### config.mk
export PLATFORM = sky130hd
export DESIGN_NAME = rx_burst_ctrl
export DESIGN_NICKNAME = d
export VERILOG_FILES = /design/src/rtl/rx_burst_ctrl.sv
export SDC_FILE = /design/constraint.sdc
export NUM_CORES = 1
export LEC_CHECK = 0
export BUFFER_PORTS_ARGS = -buffer_cell sky130_fd_sc_hd__buf_2
export CAP_MARGIN = 10
export CORE_UTILIZATION = 56
export DETAILED_ROUTE_END_ITERATION = 16
export HOLD_SLACK_MARGIN = 0.03
export PLACE_DENSITY_LB_ADDON = 0.1
export SYNTH_ARGS = -nofsm -noshare
export SYNTH_HDL_FRONTEND = slang
export SYNTH_SLANG_ARGS = --single-unit
### constraint.sdc
create_clock -name i_clk -period 3.3 [get_ports i_clk]
set_input_delay 0 -clock i_clk [delete_from_list [all_inputs] [get_ports i_clk]]
set_output_delay 0 -clock i_clk [all_outputs]
set_load 0.01 [all_outputs]
### src/rtl/rx_burst_ctrl.sv
// RX burst sequencer: discards ADC settling samples, forwards one I/Q burst to the
// datapath, then holds the datapath idle for a flush window before pulsing done.
module rx_burst_ctrl #(
  parameter int DW = 12,
  parameter int CW = 16,
  parameter int FW = 8
) (
  input  logic          i_clk,
  input  logic          i_rst_n,
  input  logic          i_start,
  input  logic          i_abort,
  input  logic [CW-1:0] i_cfg_settle,
  input  logic [CW-1:0] i_cfg_burst,
  input  logic [FW-1:0] i_cfg_flush,
  input  logic [DW-1:0] i_adc_i,
  input  logic [DW-1:0] i_adc_q,
  input  logic          i_adc_vld,
  output logic [DW-1:0] o_dp_i,
  output logic [DW-1:0] o_dp_q,
  output logic          o_dp_vld,
  output logic          o_flush,
  output logic          o_busy,
  output logic          o_done,
  output logic [CW-1:0] o_cnt,
  output logic [1:0]    o_state
);

  typedef enum logic [1:0] {
    S_IDLE    = 2'd0,
    S_SETTLE  = 2'd1,
    S_CAPTURE = 2'd2,
    S_FLUSH   = 2'd3
  } state_e;

  state_e        state_q, state_d;
  logic [CW-1:0] settle_q, settle_d;
  logic [CW-1:0] burst_q, burst_d;
  logic [FW-1:0] flush_q, flush_d;
  logic [CW-1:0] settle_cnt_q, settle_cnt_d;
  logic [FW-1:0] flush_cnt_q, flush_cnt_d;
  logic [CW-1:0] cnt_q, cnt_d;
  logic [DW-1:0] dp_i_q, dp_i_d;
  logic [DW-1:0] dp_q_q, dp_q_d;
  logic          dp_vld_q, dp_vld_d;
  logic          done_q, done_d;

  // One extra bit on the incremented counts keeps the terminal compare wrap-free.
  logic [CW:0] settle_nxt, cnt_nxt;
  logic [FW:0] flush_nxt;
  logic        settle_last, burst_last, flush_last;

  assign settle_nxt  = {1'b0, settle_cnt_q} + (CW+1)'(1);
  assign cnt_nxt     = {1'b0, cnt_q} + (CW+1)'(1);
  assign flush_nxt   = {1'b0, flush_cnt_q} + (FW+1)'(1);
  assign settle_last = (settle_nxt == {1'b0, settle_q});
  assign burst_last  = (cnt_nxt == {1'b0, burst_q});
  assign flush_last  = (flush_q == '0) || (flush_nxt == {1'b0, flush_q});

  always_comb begin
    // NOTE: every variable gets a default before the case so no path infers a latch.
    state_d      = state_q;
    settle_d     = settle_q;
    burst_d      = burst_q;
    flush_d      = flush_q;
    settle_cnt_d = '0;
    flush_cnt_d  = '0;
    cnt_d        = cnt_q;
    dp_i_d       = dp_i_q;
    dp_q_d       = dp_q_q;
    dp_vld_d     = 1'b0;
    done_d       = 1'b0;

    unique case (state_q)
      S_IDLE: begin
        if (i_start && !i_abort) begin
          settle_d = i_cfg_settle;
          burst_d  = i_cfg_burst;
          flush_d  = i_cfg_flush;
          cnt_d    = '0;
          if (i_cfg_settle != '0)     state_d = S_SETTLE;
          else if (i_cfg_burst != '0) state_d = S_CAPTURE;
          else                        state_d = S_FLUSH;
        end
      end
      S_SETTLE: begin
        settle_cnt_d = settle_cnt_q;
        if (i_adc_vld) begin
          settle_cnt_d = settle_nxt[CW-1:0];
          if (settle_last) state_d = (burst_q != '0) ? S_CAPTURE : S_FLUSH;
        end
      end
      S_CAPTURE: begin
        if (i_adc_vld) begin
          dp_i_d   = i_adc_i;
          dp_q_d   = i_adc_q;
          dp_vld_d = 1'b1;
          cnt_d    = cnt_nxt[CW-1:0];
          if (burst_last) state_d = S_FLUSH;
        end
      end
      S_FLUSH: begin
        flush_cnt_d = flush_nxt[FW-1:0];
        if (flush_last) begin
          state_d = S_IDLE;
          done_d  = 1'b1;
        end
      end
      default: state_d = S_IDLE;
    endcase

    // Abort wins over everything the case decided; the abort-cycle sample is dropped.
    if (i_abort && state_q != S_IDLE) begin
      state_d      = S_IDLE;
      settle_cnt_d = '0;
      flush_cnt_d  = '0;
      cnt_d        = cnt_q;
      dp_i_d       = dp_i_q;
      dp_q_d       = dp_q_q;
      dp_vld_d     = 1'b0;
      done_d       = 1'b0;
    end
  end

  // NOTE: state registers use non-blocking assignments so all of them update together.
  always_ff @(posedge i_clk or negedge i_rst_n) begin
    if (!i_rst_n) begin
      state_q      <= S_IDLE;
      settle_q     <= '0;
      burst_q      <= '0;
      flush_q      <= '0;
      settle_cnt_q <= '0;
      flush_cnt_q  <= '0;
      cnt_q        <= '0;
      dp_i_q       <= '0;
      dp_q_q       <= '0;
      dp_vld_q     <= 1'b0;
      done_q       <= 1'b0;
    end else begin
      state_q      <= state_d;
      settle_q     <= settle_d;
      burst_q      <= burst_d;
      flush_q      <= flush_d;
      settle_cnt_q <= settle_cnt_d;
      flush_cnt_q  <= flush_cnt_d;
      cnt_q        <= cnt_d;
      dp_i_q       <= dp_i_d;
      dp_q_q       <= dp_q_d;
      dp_vld_q     <= dp_vld_d;
      done_q       <= done_d;
    end
  end

  assign o_dp_i   = dp_i_q;
  assign o_dp_q   = dp_q_q;
  assign o_dp_vld = dp_vld_q;
  assign o_done   = done_q;
  assign o_cnt    = cnt_q;
  assign o_state  = state_q;
  assign o_busy   = (state_q != S_IDLE);
  assign o_flush  = (state_q == S_FLUSH);

endmodule
-- After elaboration in Yosys (flattened, before gate mapping)
Cells that the tools add are included.
W data, S select, Z words.
- input port bits: 69
- flip-flop bits (word level): 108
- bitwise gates (word level): 1
- reductions and logical operators: 15
- $add $sub $neg: 3
- mux-type cells: 25
- equal/unequal tests: 14
- operators by type and width (kind ; count):
    $mux W16 ; 5
    $reduce_bool A16 Y1 ; 3
    $add A16 B1 Y17 const B ; 2
    $eq A17 B16 Y1 ; 2
    $pmux W16 S2 ; 1
    $mux W2 ; 8
    $mux W8 ; 2
    $ne A3 B3 Y1 const B ; 5
    $add A8 B1 Y9 const B ; 1
    $eq A9 B8 Y1 ; 1
    $logic_not A8 Y1 ; 1
    $mux W1 ; 8
    $pmux W2 S4 ; 1
    $reduce_and A6 Y1 ; 1
    $eq A2 B2 Y1 const B ; 2
    $ne A2 B2 Y1 const B ; 2
    $reduce_and A4 Y1 ; 1
    $reduce_bool A2 Y1 ; 2
    $ne A3 B1 Y1 const B ; 1
    $reduce_and A3 Y1 ; 1
    $eq A2 B1 Y1 const B ; 1
    $logic_and A1 B1 Y1 ; 2
    $logic_not A2 Y1 ; 1
    $reduce_and A2 Y1 ; 1
    other kinds (3) ; 3

-- Logic depth before layout (Yosys ltp)
- depth after elaboration: 6
- gate-level depth with buffers: 11
- depth with buffers taken out: 10

-- Worst setup path after synthesis
OpenSTA, ideal clock, no wires.
- path kind: flip-flop to flip-flop
- start point: register cnt_q[0], in the netlist o_cnt[0]
- end point: register state_q[0], in the netlist o_state[0]
- arrival: 2666 ps
- setup slack: 551 ps
- cell stages (with the launch flop): 12
- cell sequence: dfrtp_1 -> ha_1 -> nand2_1 -> or3_1 -> buf_2 -> xnor2_1 -> o32ai_1 -> nand4b_1 -> o41ai_1 -> nand3_1 -> or4_1 -> o21ai_0
- word-level cells in the longest chain between the ends: 4
- ends and longest elaborated chain (what ; line ; text):
    start: declaration ; 41 ; logic [CW-1:0] cnt_q, cnt_d;
    start signal: assignment ; 145 ; cnt_q <= cnt_d;
    $add A16 B1 Y17 ; 53 ; assign cnt_nxt = {1'b0, cnt_q} + (CW+1)'(1);
    $eq A17 B16 Y1 ; 56 ; assign burst_last = (cnt_nxt == {1'b0, burst_q});
    $ne A3 B3 Y1 (no source line) ; -- ;
    $reduce_and A6 Y1 (no source line) ; -- ;
    end signal: assignment ; 139 ; state_q <= state_d;
    end: declaration ; 35 ; state_e state_q, state_d;
Every way passes these cells.
A chain may end at the register's enable or synchronous reset.

-- Final worst setup path
- start point: register settle_cnt_q[0]
- end point: register state_q[0], in the netlist o_state[0]
- word-level cells in the longest chain between the ends: 4
- ends and longest elaborated chain (what ; line ; text):
    start: declaration ; 39 ; logic [CW-1:0] settle_cnt_q, settle_cnt_d;
    start signal: assignment ; 143 ; settle_cnt_q <= settle_cnt_d;
    $add A16 B1 Y17 ; 52 ; assign settle_nxt = {1'b0, settle_cnt_q} + (CW+1)'(1);
    $eq A17 B16 Y1 ; 55 ; assign settle_last = (settle_nxt == {1'b0, settle_q});
    $ne A3 B3 Y1 (no source line) ; -- ;
    $reduce_and A6 Y1 (no source line) ; -- ;
Every way passes these cells.

==> run summary <==
Grt total ovfl = 0
Worst Setup SP = settle_cnt_q[0]
Fmax achieved = 327 MHz
Crit path max fanout = 5
Die height = 104 um
RSZ-0062 raised after global routing = no
First-pass GRT wire length = 24.4 mm
Initial antenna violation count = 0
Cell Area, Placed = 6540 um2
Worst slew pin tran = 959 ps
Startpoint Class = register
Top_reg_cell synth = dfrtp_1
Worst VDD drop = 0.480 mV
Post-synth EDFFs = 0
Slew Limit Fails = 0
TritonCTS Buffers = 9
Synth Instances = 562
Outcome = complete, no violations
Final period util = 0.926
Setup Buffers After CTS = 0
Layout cells sized above 1 = 0.288
CTS tree = yes
Die width = 104 um
I/O pins = 115
Synth unique cells = 61
Syn Nets = 638
FF+latch count, synth = 108
# H-tree levels = 3
PD cells = 628 nW/um2
Area delta synth->final = 26.2%
Final WS setup = 245 ps
Worst-Skew Late Latency = 400 ps
Crit-path max cell delay = 520 ps
Slew margin rel. = 0.360
# rows = 36
Vias post-DR = 4975
Post-Layout Inst Area = 7390 um2
Ant diodes = 0
Dpl cells = 789
CTS Root Cell = clkbuf_8
DR iter-0 viols = 245
Endpoints failing setup = 0
Min-Delay Path Class = in -> reg
Crit path required time = 3620 ps
Antenna viol nets, final = 0
GRT Total Usage = 0.282
Period minus WS final = 3060 ps
Crit. End Element = register
R2R Setup Slk = 240 ps
Worst Clk Skew = 15.3 ps
DRT Wirelength = 14.4 mm
Pre-antenna DRT Iters = 5
Min-delay src = i_adc_vld
Starting Density = 0.588
Sequential area share after synthesis = 0.462
Worst path slowest cell = or4_1
Final hold vios = 0
Setup CP Type = reg -> reg
Crit path max-delay family = compound AO/OA/AOI/OAI gates
DP HPWL = 9.55 mm
Tot Pwr = 4640 uW
Post-layout nets = 809
Syn_area_per_cell = 10.4 um2
Post-synth ARST share = 1.00
Clock sinks = 108
Reg clk slew, reported paths = 100 ps
PortBufs = 114
Worst path cell trace = ha_1 -> xnor2_1 -> o311ai_0 -> a211o_1 -> nor4_1 -> o211ai_1 -> o41ai_2 -> nand3_1 -> or4_1 -> o21ai_0
Synth Warn # = 0
Critical path arrival = 3370 ps
Largest net degree at the start of global routing = 109
Avg Vias per Cell = 5.72
Fin cells = 870
GP Congestion = 0.961
Pre-CTS setup slack = 215 ps
CP Buf/Inv Count = 0
Max Cap Viol = 0
Final setup TNS = 0 ps
# DRC = 0
Lkg Pwr = 0.00326 uW
Reg-to-Reg Start = settle_cnt_q[0]
Vias in the first global route = 5037
Core area = 9950 um2
Full die area = 10900 um2
Max clock buf depth = 2
Synthesized area = 5850 um2
WL per Instance = 16.5 um
## layout by cell type, fill, tap and decap left out, drive strengths merged, types with 8 or more instances in the layout
cell type      n
buf          119
inv           12
nand4         10
mux2          65
nand2         59
dlygate4sd3   66
and3          11
o21ai         18
dfrtp        108
nor4          13
nand3         21
a21oi          8
nor2          39
o31ai         11
xnor2         35
clkbuf        10
nor3          12
xor2          25
## tightest hold or removal path, stage by stage
cell     delay (ps)
buf_2           200
xnor2_1         180
nor2_1           40
## what timing repair did
action                                  CTS  global route
hold buffers                             66             0
endpoints found under the setup margin    0             1
hold endpoints to repair                173             0
resized for setup                         0             3
## sequential cells by signal, summed over array words and instances (netlist names)
name	count
burst_q	16
o_cnt	16
settle_cnt_q	16
settle_q	16
o_dp_i	12
o_dp_q	12
flush_cnt_q	8
flush_q	8
o_state	2
o_done	1
o_dp_vld	1
## cell type report
type / count / area (um2)
Clock buffer: 10 / 138
Sequential cell: 108 / 2700
Clock inverter: 5 / 36.3
Fill cell: 728 / 2570
Timing Repair Buffer: 185 / 1280
Inverter: 12 / 45.0
Multi-Input combinational cell: 417 / 3020
Tap cell: 133 / 166
## routing by layer
layer	global-route usage	vias to the layer above	part of all wire
met2	0.474	172	0.50
met3	0.0683	22	0.058
met5	0	-	0
met1	0.357	2439	0.42
li1	-	2342	-
met4	0.0959	0	0.018
## stage by stage
stage / hold WS [ps] / util
3_3_place_gp: 116 / 0.656
4_1_cts: 37.6 / 0.740
6_report: 63.2 / 0.742
2_1_floorplan: -296 / -
5_1_grt: 87.0 / 0.742
3_5_place_dp: 125 / 0.656
## worst paths after layout
check                             endpoint  cells after the start
max in group asynchronous      settle_q[3]                      3
hold / removal             settle_cnt_q[0]                      3
setup reg to reg                o_state[0]                     10
setup / recovery                o_state[0]                     10
hold reg to reg                  o_dp_i[3]                      1
min in group asynchronous         o_cnt[2]                      3
## cell usage after synthesis (2+ instances only)
cell type	instances	area, um2
xor2_1	25	219
and3_1	10	62.6
xnor2_1	35	307
nand4b_1	2	17.5
and4_1	4	35.0
nor3_1	11	55.1
o21ai_0	18	90.1
nor4_1	13	81.3
a21boi_0	2	15.0
a21oi_1	8	40.0
nand3_1	20	100
o211ai_1	2	15.0
o21a_1	3	22.5
nor2b_1	5	31.3
or4_1	3	22.5
o41ai_1	3	26.3
ha_1	7	87.6
dfrtp_1	108	2700
o31a_1	2	17.5
and2_1	2	12.5
nand4_1	10	62.6
nand2_1	59	221
nor2_1	39	146
a211o_1	2	17.5
mux2i_1	6	60.1
buf_2	9	45.0
nand2b_1	6	37.5
inv_1	11	41.3
o22ai_1	5	31.3
and2b_1	2	15.0
nor3b_1	2	15.0
a211oi_1	3	22.5
a21o_1	2	15.0
or3_1	6	37.5
o31ai_1	11	82.6
a22o_1	3	26.3
clkbuf_1	10	37.5
or3b_2	2	17.5
buf_1	5	18.8
mux2_2	65	732
## logic make-up after synthesis
logic type / count (synthesis) / share of synthesized area
compound gates: 75 / 0.0924
mux: 71 / 0.135
flops: 108 / 0.462
simple gates: 204 / 0.180
fa+ha+maj: 7 / 0.0150
xor+xnor: 60 / 0.0898
buf+inv: 37 / 0.0263
## where the power goes
group | total [uW] | switching [uW] | internal, uW
Sequential | 2140 | 398 | 1740
Combinational | 1740 | 827 | 916
Clock | 756 | 462 | 294
Total | 4640 | 1690 | 2950
Power figures use the tool's default switching activity.
